==> src/rtl/sparse_pos_streamer_pkg.sv <==
// ---------------------------------------------------------------------------
// sparse_pos_streamer_pkg
//   Shared definitions for the sparse position streamer:
//     - default geometry (polynomial length, RAM depth, dummy stride)
//     - FSM state encoding (IDLE, PAD, RD, OUT)
//     - RAM entry layout: {dummy, pos}, with the dummy flag at the MSB
// ---------------------------------------------------------------------------
package sparse_pos_streamer_pkg;

    localparam int unsigned DEF_N            = 17669;
    localparam int unsigned DEF_MAX_WEIGHT   = 75;
    localparam int unsigned DEF_DUMMY_STRIDE = 263;

    typedef enum logic [1:0] {
        ST_IDLE = 2'd0,
        ST_PAD  = 2'd1,
        ST_RD   = 2'd2,
        ST_OUT  = 2'd3
    } state_t;

    // A RAM entry is one position plus the dummy flag above it.
    function automatic int unsigned entry_width(input int unsigned logn);
        return logn + 1;
    endfunction

endpackage

==> src/rtl/mem_single.sv <==
// ---------------------------------------------------------------------------
// mem_single
//   Single-port synchronous RAM with a one-cycle registered read.
//   Ports:
//     clk    : clock
//     we     : write enable (writes wdata at addr)
//     re     : read enable (rdata <= mem[addr] on the next edge)
//     addr   : shared read/write address
//     wdata  : write data
//     rdata  : registered read data, held while re is low
// ---------------------------------------------------------------------------
module mem_single #(
    parameter int unsigned WIDTH  = 16,
    parameter int unsigned DEPTH  = 64,
    parameter int unsigned ADDR_W = $clog2(DEPTH)
) (
    input  logic              clk,
    input  logic              we,
    input  logic              re,
    input  logic [ADDR_W-1:0] addr,
    input  logic [WIDTH-1:0]  wdata,
    output logic [WIDTH-1:0]  rdata
);

    logic [WIDTH-1:0] mem [DEPTH];

    // No reset on the array or the read register: validity is tracked by
    // the owner, and rdata holding its value lets the owner keep outputs
    // stable while it waits.
    always_ff @(posedge clk) begin
        if (we) begin
            mem[addr] <= wdata;
        end
        if (re) begin
            rdata <= mem[addr];
        end
    end

endmodule

==> src/rtl/sparse_pos_streamer.sv <==
// ---------------------------------------------------------------------------
// sparse_pos_streamer
//   Collects up to MAX_WEIGHT sparse positions from the host, pads the
//   remaining RAM slots with deterministic dummy positions on start, and
//   streams exactly MAX_WEIGHT {dummy,pos} entries to the multiplier.
//
//   Ports:
//     clk, rst_n      : clock, asynchronous active-low reset
//     clr_i           : zero count and error flag (IDLE only)
//     load_valid_i/load_ready_o/load_pos_i : position load channel
//     start_i, seed_i : begin pad+stream; seed_i is the first dummy position
//     out_valid_o/out_ready_i/out_pos_o/out_dummy_o/out_last_o : stream
//     count_o         : number of real positions stored
//     busy_o          : FSM not in IDLE
//     done_o          : one-cycle pulse after the last stream handshake
//     err_o           : sticky, set when an out-of-range load is rejected
//     dbg_state       : current FSM state
//
//   Handshakes (both channels): a transfer happens on a rising edge where
//   valid and ready are both high. The stream side holds valid and all
//   payload bits stable until that transfer; the load side's ready never
//   depends on load_valid_i.
// ---------------------------------------------------------------------------
module sparse_pos_streamer
    import sparse_pos_streamer_pkg::*;
#(
    parameter int unsigned N              = DEF_N,
    parameter int unsigned MAX_WEIGHT     = DEF_MAX_WEIGHT,
    parameter int unsigned DUMMY_STRIDE   = DEF_DUMMY_STRIDE,
    parameter int unsigned LOGN           = $clog2(N),
    parameter int unsigned LOG_MAX_WEIGHT = $clog2(MAX_WEIGHT + 1)
) (
    input  logic                      clk,
    input  logic                      rst_n,
    input  logic                      clr_i,
    input  logic                      load_valid_i,
    output logic                      load_ready_o,
    input  logic [LOGN-1:0]           load_pos_i,
    input  logic                      start_i,
    input  logic [LOGN-1:0]           seed_i,
    output logic                      out_valid_o,
    input  logic                      out_ready_i,
    output logic [LOGN-1:0]           out_pos_o,
    output logic                      out_dummy_o,
    output logic                      out_last_o,
    output logic [LOG_MAX_WEIGHT-1:0] count_o,
    output logic                      busy_o,
    output logic                      done_o,
    output logic                      err_o,
    output state_t                    dbg_state
);

    localparam int unsigned ENTRY_W = entry_width(LOGN);

    // N and the stride are held one bit wider than a position so that N
    // itself, and position+stride, are always representable.
    localparam logic [LOGN:0]           N_EXT      = (LOGN + 1)'(N);
    localparam logic [LOGN:0]           STRIDE_EXT = (LOGN + 1)'(DUMMY_STRIDE);
    localparam logic [LOG_MAX_WEIGHT-1:0] MW_CNT   = LOG_MAX_WEIGHT'(MAX_WEIGHT);
    localparam logic [LOG_MAX_WEIGHT-1:0] LAST_IDX = LOG_MAX_WEIGHT'(MAX_WEIGHT - 1);

    state_t                    state;
    logic [LOG_MAX_WEIGHT-1:0] count;
    logic [LOG_MAX_WEIGHT-1:0] pad_idx;
    logic [LOG_MAX_WEIGHT-1:0] rd_idx;
    logic [LOGN-1:0]           dummy;
    logic                      err;
    logic                      done;

    logic                      load_ready;
    logic                      load_fire;
    logic                      in_range;
    logic                      pad_we;
    logic [LOGN:0]             dummy_sum;
    logic [LOGN-1:0]           dummy_next;

    logic                      mem_we;
    logic                      mem_re;
    logic [LOG_MAX_WEIGHT-1:0] mem_addr;
    logic [ENTRY_W-1:0]        mem_wdata;
    logic [ENTRY_W-1:0]        mem_rdata;

    always_comb begin
        load_ready = (state == ST_IDLE) && (count < MW_CNT) && !start_i && !clr_i;
        load_fire  = load_valid_i && load_ready;
        in_range   = ({1'b0, load_pos_i} < N_EXT);

        // Slots are written only while the pad index is still inside the
        // RAM; a full RAM enters PAD with pad_idx == MAX_WEIGHT.
        pad_we     = (state == ST_PAD) && (pad_idx < MW_CNT);

        // Modular step: both operands are < N, so one subtract suffices.
        dummy_sum  = {1'b0, dummy} + STRIDE_EXT;
        dummy_next = dummy_sum[LOGN-1:0];
        if (dummy_sum >= N_EXT) begin
            dummy_next = LOGN'(dummy_sum - N_EXT);
        end

        mem_we    = (load_fire && in_range) || pad_we;
        mem_re    = (state == ST_RD);
        mem_addr  = rd_idx;
        mem_wdata = {1'b0, load_pos_i};
        if (state == ST_IDLE) begin
            mem_addr = count;
        end else if (state == ST_PAD) begin
            mem_addr  = pad_idx;
            mem_wdata = {1'b1, dummy};
        end
    end

    mem_single #(
        .WIDTH  (ENTRY_W),
        .DEPTH  (MAX_WEIGHT),
        .ADDR_W (LOG_MAX_WEIGHT)
    ) u_mem (
        .clk   (clk),
        .we    (mem_we),
        .re    (mem_re),
        .addr  (mem_addr),
        .wdata (mem_wdata),
        .rdata (mem_rdata)
    );

    always_ff @(posedge clk or negedge rst_n) begin
        if (!rst_n) begin
            state   <= ST_IDLE;
            count   <= '0;
            pad_idx <= '0;
            rd_idx  <= '0;
            dummy   <= '0;
            err     <= 1'b0;
            done    <= 1'b0;
        end else begin
            done <= 1'b0;
            case (state)
                ST_IDLE: begin
                    if (clr_i) begin
                        count <= '0;
                        err   <= 1'b0;
                    end else if (start_i) begin
                        state   <= ST_PAD;
                        dummy   <= seed_i;
                        pad_idx <= count;
                    end else if (load_fire) begin
                        // Out-of-range positions complete the handshake but
                        // leave the RAM and count untouched.
                        if (in_range) begin
                            count <= count + 1'b1;
                        end else begin
                            err <= 1'b1;
                        end
                    end
                end
                ST_PAD: begin
                    if (pad_we) begin
                        dummy   <= dummy_next;
                        pad_idx <= pad_idx + 1'b1;
                    end
                    if (pad_idx >= LAST_IDX) begin
                        state  <= ST_RD;
                        rd_idx <= '0;
                    end
                end
                ST_RD: begin
                    state <= ST_OUT;
                end
                ST_OUT: begin
                    if (out_ready_i) begin
                        if (rd_idx == LAST_IDX) begin
                            done  <= 1'b1;
                            state <= ST_IDLE;
                        end else begin
                            rd_idx <= rd_idx + 1'b1;
                            state  <= ST_RD;
                        end
                    end
                end
                default: begin
                    state <= ST_IDLE;
                end
            endcase
        end
    end

    // Stream payload is gated by the state so it reads as zero outside OUT
    // (the RAM read register itself is not reset).
    assign out_valid_o  = (state == ST_OUT);
    assign out_pos_o    = (state == ST_OUT) ? mem_rdata[LOGN-1:0] : '0;
    assign out_dummy_o  = (state == ST_OUT) ? mem_rdata[ENTRY_W-1] : 1'b0;
    assign out_last_o   = (state == ST_OUT) && (rd_idx == LAST_IDX);
    assign load_ready_o = load_ready;
    assign count_o      = count;
    assign busy_o       = (state != ST_IDLE);
    assign done_o       = done;
    assign err_o        = err;
    assign dbg_state    = state;

endmodule

==> config.mk <==
export PLATFORM = sky130hd
export DESIGN_NAME = sparse_pos_streamer
export DESIGN_NICKNAME = d
export VERILOG_FILES = /design/src/rtl/sparse_pos_streamer_pkg.sv /design/src/rtl/mem_single.sv /design/src/rtl/sparse_pos_streamer.sv
export SDC_FILE = /design/constraint.sdc
export NUM_CORES = 1
export LEC_CHECK = 0
export BUFFER_PORTS_ARGS = -buffer_cell sky130_fd_sc_hd__clkbuf_2
export CAP_MARGIN = 20
export CORE_MARGIN = 2
export CORE_UTILIZATION = 52
export DETAILED_ROUTE_END_ITERATION = 10
export PLACE_DENSITY = 0.65
export SETUP_SLACK_MARGIN = 0.15
export SKIP_LAST_GASP = 1
export SYNTH_ARGS = -nofsm -noshare
export SYNTH_HDL_FRONTEND = slang
export SYNTH_SLANG_ARGS = --single-unit
==> constraint.sdc <==
create_clock -name clk -period 9.5 [get_ports clk]
set_input_delay 0 -clock clk [delete_from_list [all_inputs] [get_ports clk]]
set_output_delay 0 -clock clk [all_outputs]
set_load 0.1 [all_outputs]
======== Word-level counts from Yosys, hierarchy flattened ========
Memories as Yosys holds them, arrays and structs flattened. A register that Yosys moved wholly into a read port is not among the register bits.
Cells that the tools add are included.
Widths: inputs -> output; s select.
storage, ports and cells
  input bits .............................. 36
  bits in writable memories ............... 1,200
  memories ................................ 1
  bits in registers ....................... 40
memory list
  memory     depth  bits a word  rd ports  clocked after Yosys merged registers in  wr ports  line              RTL
  u_mem.mem  75     16           1         1                                        1         mem_single.sv:25  logic [WIDTH-1:0] mem [DEPTH];
cells by class
  equal/unequal tests ..................... 12
  muxes and demuxes ....................... 38
  $add $sub $neg .......................... 5
  reductions and logical operators ........ 21
  $lt $le $gt $ge ......................... 5
operators with widths
  operator                count
  $mux 7                  12
  $mux 15                 5
  $mux 16                 2
  $pmux 15 s2             1
  $pmux 7 s2              2
  $add 7x1->7 const B     3
  $reduce_and 4->1        5
  $add 15x9->16 const B   1
  $ge 16x15->1 const B    1
  $lt 15x15->1 const B    1
  $sub 15x15->15 const B  1
  $lt 7x7->1 const B      2
  $ne 2x2->1 const B      6
  $mux 1                  10
  $mux 2                  5
  $reduce_bool 2->1       5
  $pmux 2 s4              1
  $eq 7x7->1 const B      1
  $ge 7x7->1 const B      1
  $logic_and 1x1->1       7
  $eq 2x2->1 const B      2
  $ne 2x1->1 const B      2
  $eq 2x1->1 const B      1
  $logic_not 1->1         2
  other kinds (2)         2

======== Depth between registers and ports, before layout ========
  word-level depth ........................ 9
  depth in mapped cells ................... 14
  depth with buffers taken out ............ 10

======== By module ========
Synthesis repeated with hierarchy kept, for this count alone.
unflattened totals
  cell total of the unflattened synthesis .. 2,935
  area total of the unflattened synthesis .. 50,877.5 µm²
by module, submodules not included
  module               instances  sequential area each (µm²)  area each (µm²)  cells an instance
  mem_single           1          36,515.0                    47,206.5         2,447
  sparse_pos_streamer  1          1,001.0                     3,671.0          488

======== Least setup slack after synthesis ========
Ideal clock, no wire load.
  kind .................................... flip-flop to flip-flop
  start ................................... register state[1] (netlist: dbg_state[1])
  end ..................................... memory u_mem.mem[64][0] (enable)
  path slack .............................. 3,584 ps
  data required time ...................... 9,111 ps
  stages on the path, launching flop included .. 9
  period minus slack after synthesis ...... 5,916 ps
  arrival time ............................ 5,527 ps
  buffers on the path ..................... 1
  library setup time ...................... 389 ps
  cells stage by stage .................... dfrtp_1 buf_2 nor2_1 inv_1 a2111oi_2 nand2_1 o21ai_1 nand2_1 nor2_1
on the way
  cells in the longest elaborated chain, start to end .. 9
RTL lines
  element                          line                        RTL
  from (decl)                      sparse_pos_streamer.sv:62   state_t state;
  from (signal assigned)           sparse_pos_streamer.sv:126  state <= ST_IDLE;
  from (signal assigned)           sparse_pos_streamer.sv:141  state <= ST_PAD;
  from (signal assigned)           sparse_pos_streamer.sv:160  state <= ST_RD;
  $logic_not 2->1                  sparse_pos_streamer.sv:84   load_ready = (state == ST_IDLE) && (count < MW_CNT) && !start_i && !clr_i;
  $logic_and 1x1->1 (3 in series)  sparse_pos_streamer.sv:84
  net load_ready_o                 sparse_pos_streamer.sv:37   output logic load_ready_o,
  $logic_and 1x1->1                sparse_pos_streamer.sv:85   load_fire = load_valid_i && load_ready;
  $logic_and 1x1->1                sparse_pos_streamer.sv:99   mem_we = (load_fire && in_range) || pad_we;
  $logic_or 1x1->1                 sparse_pos_streamer.sv:99
  $mux 1                           mem_single.sv:31            if (we) begin
  $mux 1 (implied by the code)     mem_single.sv:32            mem[addr] <= wdata;
  to (decl)                        mem_single.sv:25
The timed path passes the listed nets, and every way through them passes these cells.

======== Worst setup path after layout ========
  start ................................... register state[1] (netlist: dbg_state[1])
  end ..................................... memory u_mem.mem[42][14] (enable)
on the way
  cells in the longest elaborated chain, start to end .. 9
RTL lines
  element                          line
  $logic_not 2->1                  sparse_pos_streamer.sv:84, sparse_pos_streamer.sv:103
  $logic_and 1x1->1 (3 in series)  sparse_pos_streamer.sv:84
  $logic_and 1x1->1                sparse_pos_streamer.sv:85
  $logic_and 1x1->1                sparse_pos_streamer.sv:99
  $logic_or 1x1->1                 sparse_pos_streamer.sv:99
  $mux 1                           mem_single.sv:31
  $mux 1 (implied by the code)     mem_single.sv:32
Parallel ways exist; a longest one is shown, timed or not.

==> impl_metrics.yaml <==
run_status:
  status: "complete, no violations"
global_routing:
  antenna_found_initial: 8
  grt_max_degree: 109
  grt_overflow_total: 0
  grt_pass1_wl_mm: 231
  grt_pass1_vias: 31600
  grt.total_usage_pct: 32.8
pwr:
  seqPwrFrac_pct: 41.2
  power_frac_clock_pct: 31.6
  ir_drop_mv: 0.160
  switchingPower_mw: 5.26
  power_leakage_nw: 18.8
  internal-power_mw: 10.1
  power_density_nw_per_um2: 269
  p_comb_share_pct: 27.2
  swShare_pct: 34.4
worst_setup_path:
  required_ns: 9.95
  crit_buf_inv: 2
  cp.arrival_ns: 6.28
  critPathMaxFanout: 51
  crit_type: "register to register"
  slowest_delay_ns: 1.02
  startpoint_type: "register"
  crit_top_cell: "nand2_1"
  crit_family: "simple AND/OR/NAND/NOR gates"
  crit_slowest_cell: "dfrtp_2"
  crit_chain: "nand2b_2 -> clkinv_2 -> nand2_1 -> o21ai_1 -> nand2_1 -> nor2_1 -> buf_4"
  end_kind: "register"
logic_synthesis:
  synth.avg_cell_area_um2: 15.0
  synth_top_area_share_pct: 72.5
  synth_warnings: 0
  synthCells: 3362
  synth.most_common_cell: "edfxtp_1"
  syn-cell-area_um2: 50400
  synth_top_area_cell: "edfxtp_1"
  synth_edf_count: 1216
  synth_cell_types: 89
  synth-adder-area-share_pct: 0.199
  ys_seq_area_share_pct: 74.5
  synth.area.top_cells: "edfxtp_1 73%, nand2_1 3.5%, dfrtp_1 2.0%"
  synth_top_family_by_area: "compound AO/OA/AOI/OAI gates"
  ys_ff_latch: 1256
  synth_flop_cell: "edfxtp_1"
  synth_xor_area_share_pct: 0.539
  synth_common_cells: "1216 x edfxtp_1, 474 x nand2_1, 172 x a21oi_1"
  async_flop_share_pct: 3.18
  synth_simple_gate_area_share_pct: 7.69
  synth_mux_area_share_pct: 3.83
  synth_compound_area_share_pct: 11.1
  synth_nets: 3406
floorplan:
  dieHeight_um: 315
  num_io_pins: 67
  rows: 114
  die_w_um: 315
  fp.dieArea_um2: 99400
  coreArea_um2: 96300
  start_util_pct: 52.3
timing:
  fmax_mhz: 171
  maxSlewViolCount: 0
  worst_clock_skew_ns: 0.0416
  fin_crit_ns: 5.83
  finalSetupViolCount: 0
  worst_slew_pin_slew_ns: 1.20
  slew_headroom_pct: 20.2
  grt_setup_unrepaired: "false"
  tns_ns: 0
  period_share_pct: 61.4
  finalHoldViolCount: 0
drt:
  totalWireLength_mm: 164
  dr.pass1.iters: 7
  wl_met1_mm: 58.9
  wl_per_cell_um: 33.4
  vias_per_cell: 6.79
  wl_met2_mm: 73.9
  vias: 33200
  drtIter0Drc: 5218
  route.detailed.drc: 0
  drt.antenna.violating_nets: 0
  highest_layer: "met5"
  wl_met3_mm: 22.7
clocking:
  cts_sinks: 1256
  cts_max_level: 3
  clockBufferDepth: 3
  cts.reportedPaths.clkPinSlew_ns: 0.07
  cts_buffers: 120
  cts_hold_buf: 22
  clock_latency_ns: 0.73
  cts_tree: "built"
  postCtsResizedCells: 0
  root_buffer: "clkbuf_16"
  cts_setup_buffers: 0
placement:
  placedInstanceArea_um2: 52700
  gp_congestion: 0.938
  port_buffers: 66
  dp_hpwl_mm: 93.6
cells_and_area:
  area_growth_pct: 13.1
  num-nets-final: 3562
  design_area_um2: 57000
  diodes: 0
  drive_above_1_share_pct: 14.6
  fillers: 7201
  post-route-util_pct: 59.2
run:
  max_cap_viol_count: 0
min_path:
  holdCritPathClass: "input port to register"
metrics by stage:
stage	setup slack [ns]	std cells	hold slack, ns	power, mW
after floorplan	3.58	3362	-0.296	8.72
after global placement	3.97	4642	0.241	10.3
after detailed placement	3.88	4645	0.258	10.4
after CTS	3.84	4889	0.0619	15.2
after global routing	3.40	4894	0.113	15.6
final	3.67	4894	0.108	15.3
worst min-delay path: cells and delay by family:
kind,cells,cell delay (ns)
AOI/OAI and AO/OA,1,0.07
buffers and inverters,2,0.64
and+or+nand+nor,1,0.06
layout by cell type, fill, tap and decap left out, types with 12 or more instances in the layout:
master	instances
bufinv_16	14
a311oi_1	12
clkbuf_2	67
mux2_2	42
o22ai_1	31
nor3_1	23
a32oi_1	16
buf_4	149
a31oi_1	46
mux2i_1	91
clkinv_2	25
a221o_1	14
nand2_1	463
edfxtp_1	1216
a21oi_1	171
inv_1	12
dlygate4sd3_1	23
nand4_1	23
nor2_1	145
xnor2_1	22
a211oi_1	32
clkinv_1	23
o221ai_1	14
o31ai_1	16
a221oi_1	61
clkbuf_1	22
a22oi_1	107
clkbuf_16	123
a22o_1	28
o21ai_0	99
dfrtp_1	39
nand2_2	12
and3_1	41
nand3_1	104
a2111oi_0	16
o2bb2ai_1	24
o211ai_1	13
mux4_2	23
registers in the layout (all words and copies together), names as in the netlist:
signal / count
err_o: 1
rd_idx: 7
u_mem.rdata: 16
count_o: 7
u_mem.mem: 1200
dbg_state: 2
dummy: 15
done_o: 1
pad_idx: 7
per-layer routing:
metal | vias to the layer above | track usage, %
li1 | 13500 | -
met1 | 16700 | 44.3
met2 | 2597 | 49.5
met3 | 428 | 9.68
met4 | 12 | 14.3
met5 | - | 0.580
final cells by class:
cell class                 instances  area [µm²]  area share, %
inverter                          13        50.0         0.0879
sequential                      1256       37500           65.9
timing repair buffer             247        1830           3.22
clock inverter                    75         785           1.38
multi-input combinational       1880       12000           21.0
clock buffer                     147        3190           5.60
tap                             1276        1600           2.80
final timing paths:
check | start | endpoint | slack (ns) | cells past startpoint
hold reg to reg | rd_idx[6] | rd_idx[6] | 0.59 | 1
hold / removal | seed_i[1] | dummy[1] | 0.11 | 4
min in group asynchronous | rst_n | dummy[2] | 0.23 | 3
setup reg to reg | dbg_state[1] | u_mem.mem[42][14] | 3.67 | 7
setup / recovery | dbg_state[1] | u_mem.mem[42][14] | 3.67 | 7
max in group asynchronous | rst_n | dbg_state[1] | 8.78 | 4
cell families after synthesis:
group | count (synthesis)
multiplexers | 158
buffers and inverters | 226
XOR/XNOR | 31
AO/OA/AOI/OAI | 800
adder cells (fa/ha/maj) | 8
AND/OR/NAND/NOR | 883
flip-flops | 1256
power by group through the flow:
stage                     combinational, mW  sequential (mW)  clock, mW
after floorplan                        2.35             6.36          0
after global placement                 3.92             6.42          0
after detailed placement               3.97             6.42          0
after CTS                              4.00             6.30       4.85
after global routing                   4.26             6.31       5.07
final                                  4.17             6.31       4.84
Power figures use the tool's default switching activity.
